### src/rtl/nb_lch_loader_pkg.sv
// Shared decoder definitions: default word geometry and the loader FSM encoding.
package nb_lch_loader_pkg;

    localparam int LCH_DATA_W      = 48;
    localparam int LCH_ADDR_W      = 8;
    localparam int LCH_FRAME_WORDS = 200;

    typedef enum logic [1:0] {
        ST_IDLE = 2'b00,
        ST_FILL = 2'b01,
        ST_DONE = 2'b11
    } lch_state_t;

endpackage

### src/rtl/nb_lch_loader_bank_tracker.sv
// Ping-pong bank occupancy: set when a frame lands, cleared in order as the consumer releases.
module nb_bank_tracker
    import nb_lch_loader_pkg::*;
(
    input  logic       clk,
    input  logic       reset,
    input  logic       set_full,
    input  logic       set_bank,
    input  logic       bank_release,
    output logic [1:0] banks_full
);

    logic       rel_bank;
    logic       rel_ok;
    logic [1:0] full_next;

    // A release with nothing stored is spurious and must not move the pointer.
    always_comb begin
        rel_ok    = bank_release && (banks_full != 2'b00);
        full_next = banks_full;
        if (rel_ok) begin
            full_next[rel_bank] = 1'b0;
        end
        if (set_full) begin
            full_next[set_bank] = 1'b1;
        end
    end

    always_ff @(posedge clk or negedge reset) begin
        if (!reset) begin
            banks_full <= 2'b00;
            rel_bank   <= 1'b0;
        end else begin
            banks_full <= full_next;
            rel_bank   <= rel_bank ^ rel_ok;
        end
    end

endmodule

### src/rtl/nb_lch_loader.sv
// Channel-LLR loader: streams one frame into a free Lch bank and signals completion.
module nb_lch_loader
    import nb_lch_loader_pkg::*;
#(
    parameter int DATA_W      = LCH_DATA_W,
    parameter int ADDR_W      = LCH_ADDR_W,
    parameter int FRAME_WORDS = LCH_FRAME_WORDS
) (
    input  logic              clk,
    input  logic              reset,
    input  logic              in_valid,
    input  logic [DATA_W-1:0] in_data,
    output logic              in_ready,
    input  logic              bank_release,
    output logic              wr_en,
    output logic [ADDR_W:0]   wr_addr,
    output logic [DATA_W-1:0] wr_data,
    output logic              data_ready,
    output logic [1:0]        banks_full
);

    localparam logic [ADDR_W-1:0] LAST_IDX = ADDR_W'(FRAME_WORDS - 1);

    lch_state_t        state;
    lch_state_t        state_next;
    logic [ADDR_W-1:0] word_cnt;
    logic              wr_bank;
    logic              xfer;
    logic              done;

    always_ff @(posedge clk or negedge reset) begin
        if (!reset) begin
            state <= ST_IDLE;
        end else begin
            state <= state_next;
        end
    end

    always_comb begin
        state_next = state;
        unique case (state)
            ST_IDLE: if (!banks_full[wr_bank]) state_next = ST_FILL;
            ST_FILL: if (xfer && (word_cnt == LAST_IDX)) state_next = ST_DONE;
            ST_DONE: state_next = ST_IDLE;
            default: state_next = ST_IDLE;
        endcase
    end

    always_comb begin
        in_ready = (state == ST_FILL);
        done     = (state == ST_DONE);
    end

    assign xfer = in_valid && in_ready;

    // Counter is re-cleared every pass through IDLE, so the post-frame overshoot never leaks.
    always_ff @(posedge clk or negedge reset) begin
        if (!reset) begin
            word_cnt <= '0;
            wr_bank  <= 1'b0;
        end else begin
            if (state == ST_IDLE) begin
                word_cnt <= '0;
            end else if (xfer) begin
                word_cnt <= word_cnt + 1'b1;
            end
            if (done) begin
                wr_bank <= ~wr_bank;
            end
        end
    end

    // Write port is one cycle behind the accepted word; address/data hold between writes.
    always_ff @(posedge clk or negedge reset) begin
        if (!reset) begin
            wr_en      <= 1'b0;
            wr_addr    <= '0;
            wr_data    <= '0;
            data_ready <= 1'b0;
        end else begin
            wr_en      <= xfer;
            data_ready <= done;
            if (xfer) begin
                wr_addr <= {wr_bank, word_cnt};
                wr_data <= in_data;
            end
        end
    end

    nb_bank_tracker u_tracker (
        .clk          (clk),
        .reset        (reset),
        .set_full     (done),
        .set_bank     (wr_bank),
        .bank_release (bank_release),
        .banks_full   (banks_full)
    );

endmodule
### config.mk
export PLATFORM = sky130hd
export DESIGN_NAME = nb_lch_loader
export DESIGN_NICKNAME = d
export VERILOG_FILES = /design/src/rtl/nb_lch_loader_pkg.sv /design/src/rtl/nb_lch_loader_bank_tracker.sv /design/src/rtl/nb_lch_loader.sv
export SDC_FILE = /design/constraint.sdc
export NUM_CORES = 1
export LEC_CHECK = 0
export BUFFER_PORTS_ARGS = -buffer_cell sky130_fd_sc_hd__buf_2
export CAP_MARGIN = 30
export CORE_AREA = 10 10 102 104
export CTS_BUF_LIST = sky130_fd_sc_hd__clkbuf_2
export DETAILED_ROUTE_END_ITERATION = 12
export DIE_AREA = 0 0 112 114
export HOLD_SLACK_MARGIN = 0.02
export PLACE_DENSITY = 0.71
export SYNTH_ARGS = -nofsm -noshare
export SYNTH_HDL_FRONTEND = slang
export SYNTH_SLANG_ARGS = --single-unit
### constraint.sdc
create_clock -name clk -period 2 [get_ports clk]
set_input_delay 0.6 -clock clk [delete_from_list [all_inputs] [get_ports clk]]
set_output_delay 0.6 -clock clk [all_outputs]
set_load 0.02 [all_outputs]
==> impl_metrics.yaml, run 1 <==
synth:
  synth_top_area_share_pct: 63.89
  syn-cell-area_mm2: 0.002859
  seq_area_frac_synth_pct: 63.89
  post_synthesis_net_count: 358
  netlist-cell-type-count: 26
  ys.warnings.count: 0
  netlist_top_cells_area: "sky130_fd_sc_hd__dfrtp_1 64%, sky130_fd_sc_hd__nand2_1 23%, sky130_fd_sc_hd__buf_2 1.8%"
  synthesized_area_per_cell_um2: 9.374
  postSynthRegisterBits: 73
  synthDominantAreaCellType: "sky130_fd_sc_hd__dfrtp_1"
  synthCells: 305
floorplanning:
  floorplan.die.width_um: 112
  core_region_area_mm2: 0.008466
  floorplan.die_area_mm2: 0.01277
  row_count: 34
  die_h_um: 114
  floorplan.initialDensity_pct: 33.77
  io_pins: 114
worst_setup_path:
  cp-end-kind: "output pin"
  path_class: "register to output pin"
  critPathTopFamily: "flip-flops"
  start_kind: "register"
  rr_startpoint: "state[1]$_DFFE_PN0P_"
  cp.buffers_inverters: 1
  endpoint_arrival_time_on_the_critical_path_ps: 1250
  r2r.worst_path.cells: 5
  crit_required_ps: 1400
  r2r_setup_slack_ps: 450
  timing.critical_path.slowest_cell_delay_ps: 480
  crit_path_top_delay_cell: "sky130_fd_sc_hd__dfrtp_2"
  timing.critical_path.cells: "nor2b_1 -> buf_2"
  maximum_fanout_encountered_on_the_critical_timing_path: 6
  regToRegEndpoint: "wr_data[11]$_DFFE_PN0P_"
final_layout:
  mostFrequentLayoutCells: "178 x sky130_fd_sc_hd__nand2_1, 112 x sky130_fd_sc_hd__buf_2, 72 x sky130_fd_sc_hd__dfrtp_1"
  layout-drive-gt1-share_pct: 32.39
  antennaDiodeCount: 0
  area_delta_synth_final_pct: 29.85
  fin_nets: 474
  nFillCells: 806
  final_common_cell: "sky130_fd_sc_hd__nand2_1"
pwr:
  switching_power_uw: 1102
  internal_power_uw: 2454
  power.share.switching_pct: 30.98
  sequentialPowerShare_pct: 51.1
  share_comb_of_total_power_pct: 19.6
  clock_power_share_pct: 29.3
  static-leakage-power_uw: 0.002119
  worst_ir_drop_vdd_uv: 354.4
  pwr_density_cell_mw_per_mm2: 957.8
clocking:
  cts.path.max_buffers: 2
  number_of_buffers_added_by_the_clock_tree_synthesis_step: 9
  cts_tree: "yes"
  clock_latency_ps: 470
  clock-root-buffer: "sky130_fd_sc_hd__clkbuf_2"
  cts.repair_timing.setup_buffer_count: 0
  cts_max_level: 3
  clkSlewWorstSetupHoldPaths_ps: 200
  cts.sinks: 73
sta:
  finalSetupTns_ps: 0
  final.setup.worst_slack_ps: 153.4
  worst-slew-pin-transition_ps: 356.7
  timing.slew.headroom_pct: 76.22
  finalSetupViolCount: 0
  setup_repair_after_global_routing_missed_its_margin: "no"
  min_period_ps: 1847
  finalHoldViolations: 0
  skew_ps: 16.88
  fmax_mhz: 541.5
  finalCritPeriodShare_pct: 92.33
  drv_slew: 0
global_routing:
  initial_antenna_violation_count: 0
  grt_pass1_vias: 2554
  grtUsageTotal_pct: 11.41
  grt_max_degree: 45
  grt_first_pass_wirelength_um: 12210
  grt_overflow: 0
worst_hold_path:
  worstHoldPathType: "input pin to register"
  hold_depth: 3
  min_from: "in_data[6]"
  worst_hold_path.endpoint: "wr_data[6]$_DFFE_PN0P_"
routing:
  postRouteWirelength_um: 7313
  avgViaCountPerCell: 4.483
  detail_route.first_pass.iterations: 5
  vias: 2394
  post_drt_wl_per_cell_um: 13.69
  ant_nets: 0
  drt_iter0_drc: 171
  post-route-drc-count: 0
placed_design:
  dp.final_hpwl_um: 5395
  gp_congestion: 0.7698
  pre_cts_slack_ps: 273.2
  port_buffers: 113
status:
  status: "finished clean"
flow_run:
  maxCapViolations: 0
## state kept, by name (all words and copies together), names as in the netlist
signal and cells:
wr_data 48, u_tracker.rel_bank 1, wr_bank 1, state 2, wr_addr 9, data_ready 1, wr_en 1, word_cnt 8
u_tracker.banks_full 2
## area by class of cell
class                           count  area, um^2  area share, %
Inverter                            4       17.52         0.4719
Tap cell                          108       135.1          3.640
Clock buffer                       10       50.05          1.348
Timing Repair Buffer              120       648.1          17.46
Multi-Input combinational cell    213       927.1          24.97
Clock inverter                      6       106.4          2.865
Sequential cell                    73        1828          49.24
## cells in the mapped netlist
| cell | count |
|---|---|
| sky130_fd_sc_hd__a22o_1 | 1 |
| sky130_fd_sc_hd__buf_2 | 10 |
| sky130_fd_sc_hd__buf_4 | 1 |
| sky130_fd_sc_hd__buf_6 | 2 |
| sky130_fd_sc_hd__clkbuf_1 | 2 |
| sky130_fd_sc_hd__dfrtp_1 | 73 |
| sky130_fd_sc_hd__ha_1 | 1 |
| sky130_fd_sc_hd__inv_1 | 3 |
| sky130_fd_sc_hd__inv_4 | 1 |
| sky130_fd_sc_hd__mux2i_1 | 4 |
| sky130_fd_sc_hd__nand2_1 | 178 |
| sky130_fd_sc_hd__nand3_1 | 4 |
| sky130_fd_sc_hd__nand3_2 | 1 |
| sky130_fd_sc_hd__nand3b_1 | 1 |
| sky130_fd_sc_hd__nand4_1 | 2 |
| sky130_fd_sc_hd__nand4b_2 | 1 |
| sky130_fd_sc_hd__nor2_1 | 3 |
| sky130_fd_sc_hd__nor2b_1 | 1 |
| sky130_fd_sc_hd__nor3_1 | 1 |
| sky130_fd_sc_hd__o211ai_1 | 1 |
| sky130_fd_sc_hd__o21ai_0 | 4 |
| sky130_fd_sc_hd__o311ai_0 | 3 |
| sky130_fd_sc_hd__o31ai_1 | 2 |
| sky130_fd_sc_hd__o41ai_1 | 2 |
| sky130_fd_sc_hd__or2_2 | 1 |
| sky130_fd_sc_hd__xnor2_1 | 2 |
## layer usage
metal / share of wire (%) / GRT usage (%)
met5: 0 / 0
met4: 1.2 / 3.807
met3: 6.6 / 4.252
met2: 47 / 18.41
met1: 45 / 13.80
## worst min-delay path, cell delays in order
cell	delay, ps
sky130_fd_sc_hd__buf_2	70
sky130_fd_sc_hd__nand2_1	40
sky130_fd_sc_hd__nand2_1	40
## kinds of logic (layout without fill, tap and decap cells)
logic type	count (synthesis)	count (layout)	share of synthesized area (%)
and+or+nand+nor	193	193	26.65
AOI/OAI and AO/OA	13	13	3.326
DFF	73	73	63.89
muxes	4	4	1.400
xor gates and xnor gates	2	2	0.6128
adders and majority gates	1	1	0.4376
buffers and inverters	19	140	3.676
## power groups by stage
stage | sequential (uW) | combinational [uW] | clock, uW
floorplan | 1980 | 268 | 0
global placement | 1840 | 694 | 0
detailed placement | 1850 | 708 | 0
CTS | 1820 | 712 | 1090
global route | 1850 | 776 | 1160
finish | 1820 | 696 | 1040
## stage by stage
step | total power, uW | hold slack [ps] | area [um^2] | util, % | instances
final | 3556 | 288.5 | 3712 | 43.85 | 534
after global routing | 3790 | 212.1 | 3712 | 43.85 | 534
after CTS | 3622 | 225.3 | 3711 | 43.84 | 534
after detailed placement | 2558 | 436.4 | 3545 | 41.87 | 517
after global placement | 2534 | 432.4 | 3545 | 41.87 | 517
after floorplan | 2246 | 304.4 | 2859 | - | 305
## worst max path at each step
stage / from / to / cells past startpoint
floorplan: state[0]$_DFFE_PN0P_ / in_ready / 1
global placement: in_valid / wr_data[10]$_DFFE_PN0P_ / 6
detailed placement: in_valid / wr_data[11]$_DFFE_PN0P_ / 6
CTS: state[0]$_DFFE_PN0P_ / in_ready / 2
global route: state[1]$_DFFE_PN0P_ / in_ready / 2
finish: state[0]$_DFFE_PN0P_ / in_ready / 2
## timing repair
action,CTS,global route
resized for setup,0,1
hold buffers,1,0
endpoints found under the setup margin,0,1
hold endpoints to repair,7,0
Power figures use the tool's default switching activity.
==> run 2: changes to the inputs <==
- BUFFER_PORTS_ARGS: -buffer_cell sky130_fd_sc_hd__buf_2 -> not set
- DONT_BUFFER_PORTS: not set -> 1
- PLACE_DENSITY: 0.71 -> 0.59
==> impl_metrics.yaml, run 2 (synthesis gave the netlist of run 1 again) <==
final_layout:
  area_delta_synth_final_pct: 7.177
  reg_top3: "wr_data x48, wr_addr x9, word_cnt x8"
  mostFrequentLayoutCells: "178 x sky130_fd_sc_hd__nand2_1, 73 x sky130_fd_sc_hd__dfrtp_1, 10 x sky130_fd_sc_hd__clkbuf_2"
  largest_reg_flops: 48
  nFillCells: 849
  final_common_cell: "sky130_fd_sc_hd__nand2_1"
  layout.core_utilization_pct: 36.20
  fin_nets: 358
  max_flop_register: "wr_data"
  layout-drive-gt1-share_pct: 7.443
  antennaDiodeCount: 0
worst_setup_path:
  critPathTopFamily: "flip-flops"
  cp-end-kind: "output pin"
  regToRegEndpoint: "wr_data[5]$_DFFE_PN0P_"
  crit_required_ps: 1400
  r2r.worst_path.cells: 5
  maximum_fanout_encountered_on_the_critical_timing_path: 6
  rr_startpoint: "state[1]$_DFFE_PN0P_"
  start_kind: "register"
  path_class: "register to output pin"
  crit_path_top_delay_cell: "sky130_fd_sc_hd__dfrtp_1"
  timing.critical_path.slowest_cell_delay_ps: 490
  endpoint_arrival_time_on_the_critical_path_ps: 1240
  cp.buffers_inverters: 0
  timing.critical_path.cells: "nor2b_4"
  r2r_setup_slack_ps: 520
sta:
  fmax_mhz: 544.1
  finalSetupViolCount: 0
  worst-slew-pin-transition_ps: 304.4
  setup_repair_after_global_routing_missed_its_margin: "no"
  drv_slew: 0
  timing.hold.ws_ps: -261.0
  finalHoldViolations: 73
  skew_ps: 23.05
  final.setup.worst_slack_ps: 162.1
  finalSetupTns_ps: 0
  timing.slew.headroom_pct: 79.45
  min_period_ps: 1838
  finalCritPeriodShare_pct: 91.89
clocking:
  cts.sinks: 73
  cts.path.max_buffers: 2
  clkSlewWorstSetupHoldPaths_ps: 220
  clock-root-buffer: "sky130_fd_sc_hd__clkbuf_2"
  cts_tree: "yes"
  number_of_buffers_added_by_the_clock_tree_synthesis_step: 9
  clock_latency_ps: 510
  cts_max_level: 3
  cts.repair_timing.setup_buffer_count: 0
pwr:
  worst_ir_drop_vdd_uv: 321.3
  pwr_density_cell_mw_per_mm2: 1022
  static-leakage-power_uw: 0.001607
routing:
  post-route-drc-count: 0
  vias: 1980
  avgViaCountPerCell: 4.748
  post_drt_wl_per_cell_um: 17.32
  postRouteWirelength_um: 7221
  ant_nets: 0
  detail_route.first_pass.iterations: 4
  drt_iter0_drc: 205
floorplanning:
  row_count: 34
  die_h_um: 114
  io_pins: 114
  floorplan.die.width_um: 112
  floorplan.initialDensity_pct: 33.77
  core_region_area_mm2: 0.008466
  floorplan.die_area_mm2: 0.01277
status:
  violations: "hold timing"
  status: "finished with violations"
global_routing:
  grtUsageTotal_pct: 11.19
  grt_overflow: 0
  grt_first_pass_wirelength_um: 11440
  initial_antenna_violation_count: 0
  grt_pass1_vias: 1996
  grt_max_degree: 74
worst_hold_path:
  worstHoldPathType: "input pin to async pin"
placed_design:
  pre_cts_slack_ps: 499.9
  dp.final_hpwl_um: 5101
  port_buffers: 0
  gp_congestion: 0.7336
flow_run:
  maxCapViolations: 0
## run 2: layout make-up
type / count / area (um^2) / area share, %
multi-input combinational: 213 / 934.6 / 30.50
sequential: 73 / 1827 / 59.62
timing repair buffer: 4 / 42.54 / 1.388
clock buffer: 10 / 50.05 / 1.633
tap: 108 / 135.1 / 4.410
inverter: 4 / 17.52 / 0.5717
clock inverter: 5 / 57.56 / 1.878
## run 2: layer usage
| metal | GRT usage (%) | routed length (um) | up-vias |
|---|---|---|---|
| met5 | 0 | 0 | - |
| met4 | 4.230 | 80 | 0 |
| met3 | 4.829 | 625 | 7 |
| met2 | 16.98 | 3457 | 76 |
| met1 | 13.83 | 3057 | 945 |
| li1 | - | - | 952 |
## run 2: worst max path at each step
stage | start | endpoint | slack, ps | depth (start not counted)
2_1_floorplan | state[0]$_DFFE_PN0P_ | in_ready | 650 | 1
3_3_place_gp | in_valid | wr_data[1]$_DFFE_PN0P_ | 530 | 5
3_5_place_dp | in_valid | wr_data[0]$_DFFE_PN0P_ | 500 | 5
4_1_cts | state[0]$_DFFE_PN0P_ | in_ready | 50 | 1
5_1_grt | state[0]$_DFFE_PN0P_ | in_ready | 60 | 1
6_report | state[0]$_DFFE_PN0P_ | in_ready | 160 | 1
## run 2: where the power goes
part / internal [uW] / leakage, uW / switching [uW]
Clock: 285 / 0.0000616 / 521
Sequential: 1660 / 0.000909 / 368
Combinational: 122 / 0.000636 / 174
## run 2: repair_timing
action / CTS / global route
endpoints found under the hold margin: 73 / 73
endpoints found under the setup margin: 1 / 1
resized for setup: 1 / 1
## run 2: per-stage QoR
step / cell area, um^2 / power, uW / std cells
after detailed placement: 2949 / 2367 / 402
after floorplan: 2859 / 2246 / 305
after global routing: 3064 / 3326 / 417
after global placement: 2949 / 2348 / 402
after CTS: 3059 / 3193 / 417
final: 3064 / 3133 / 417
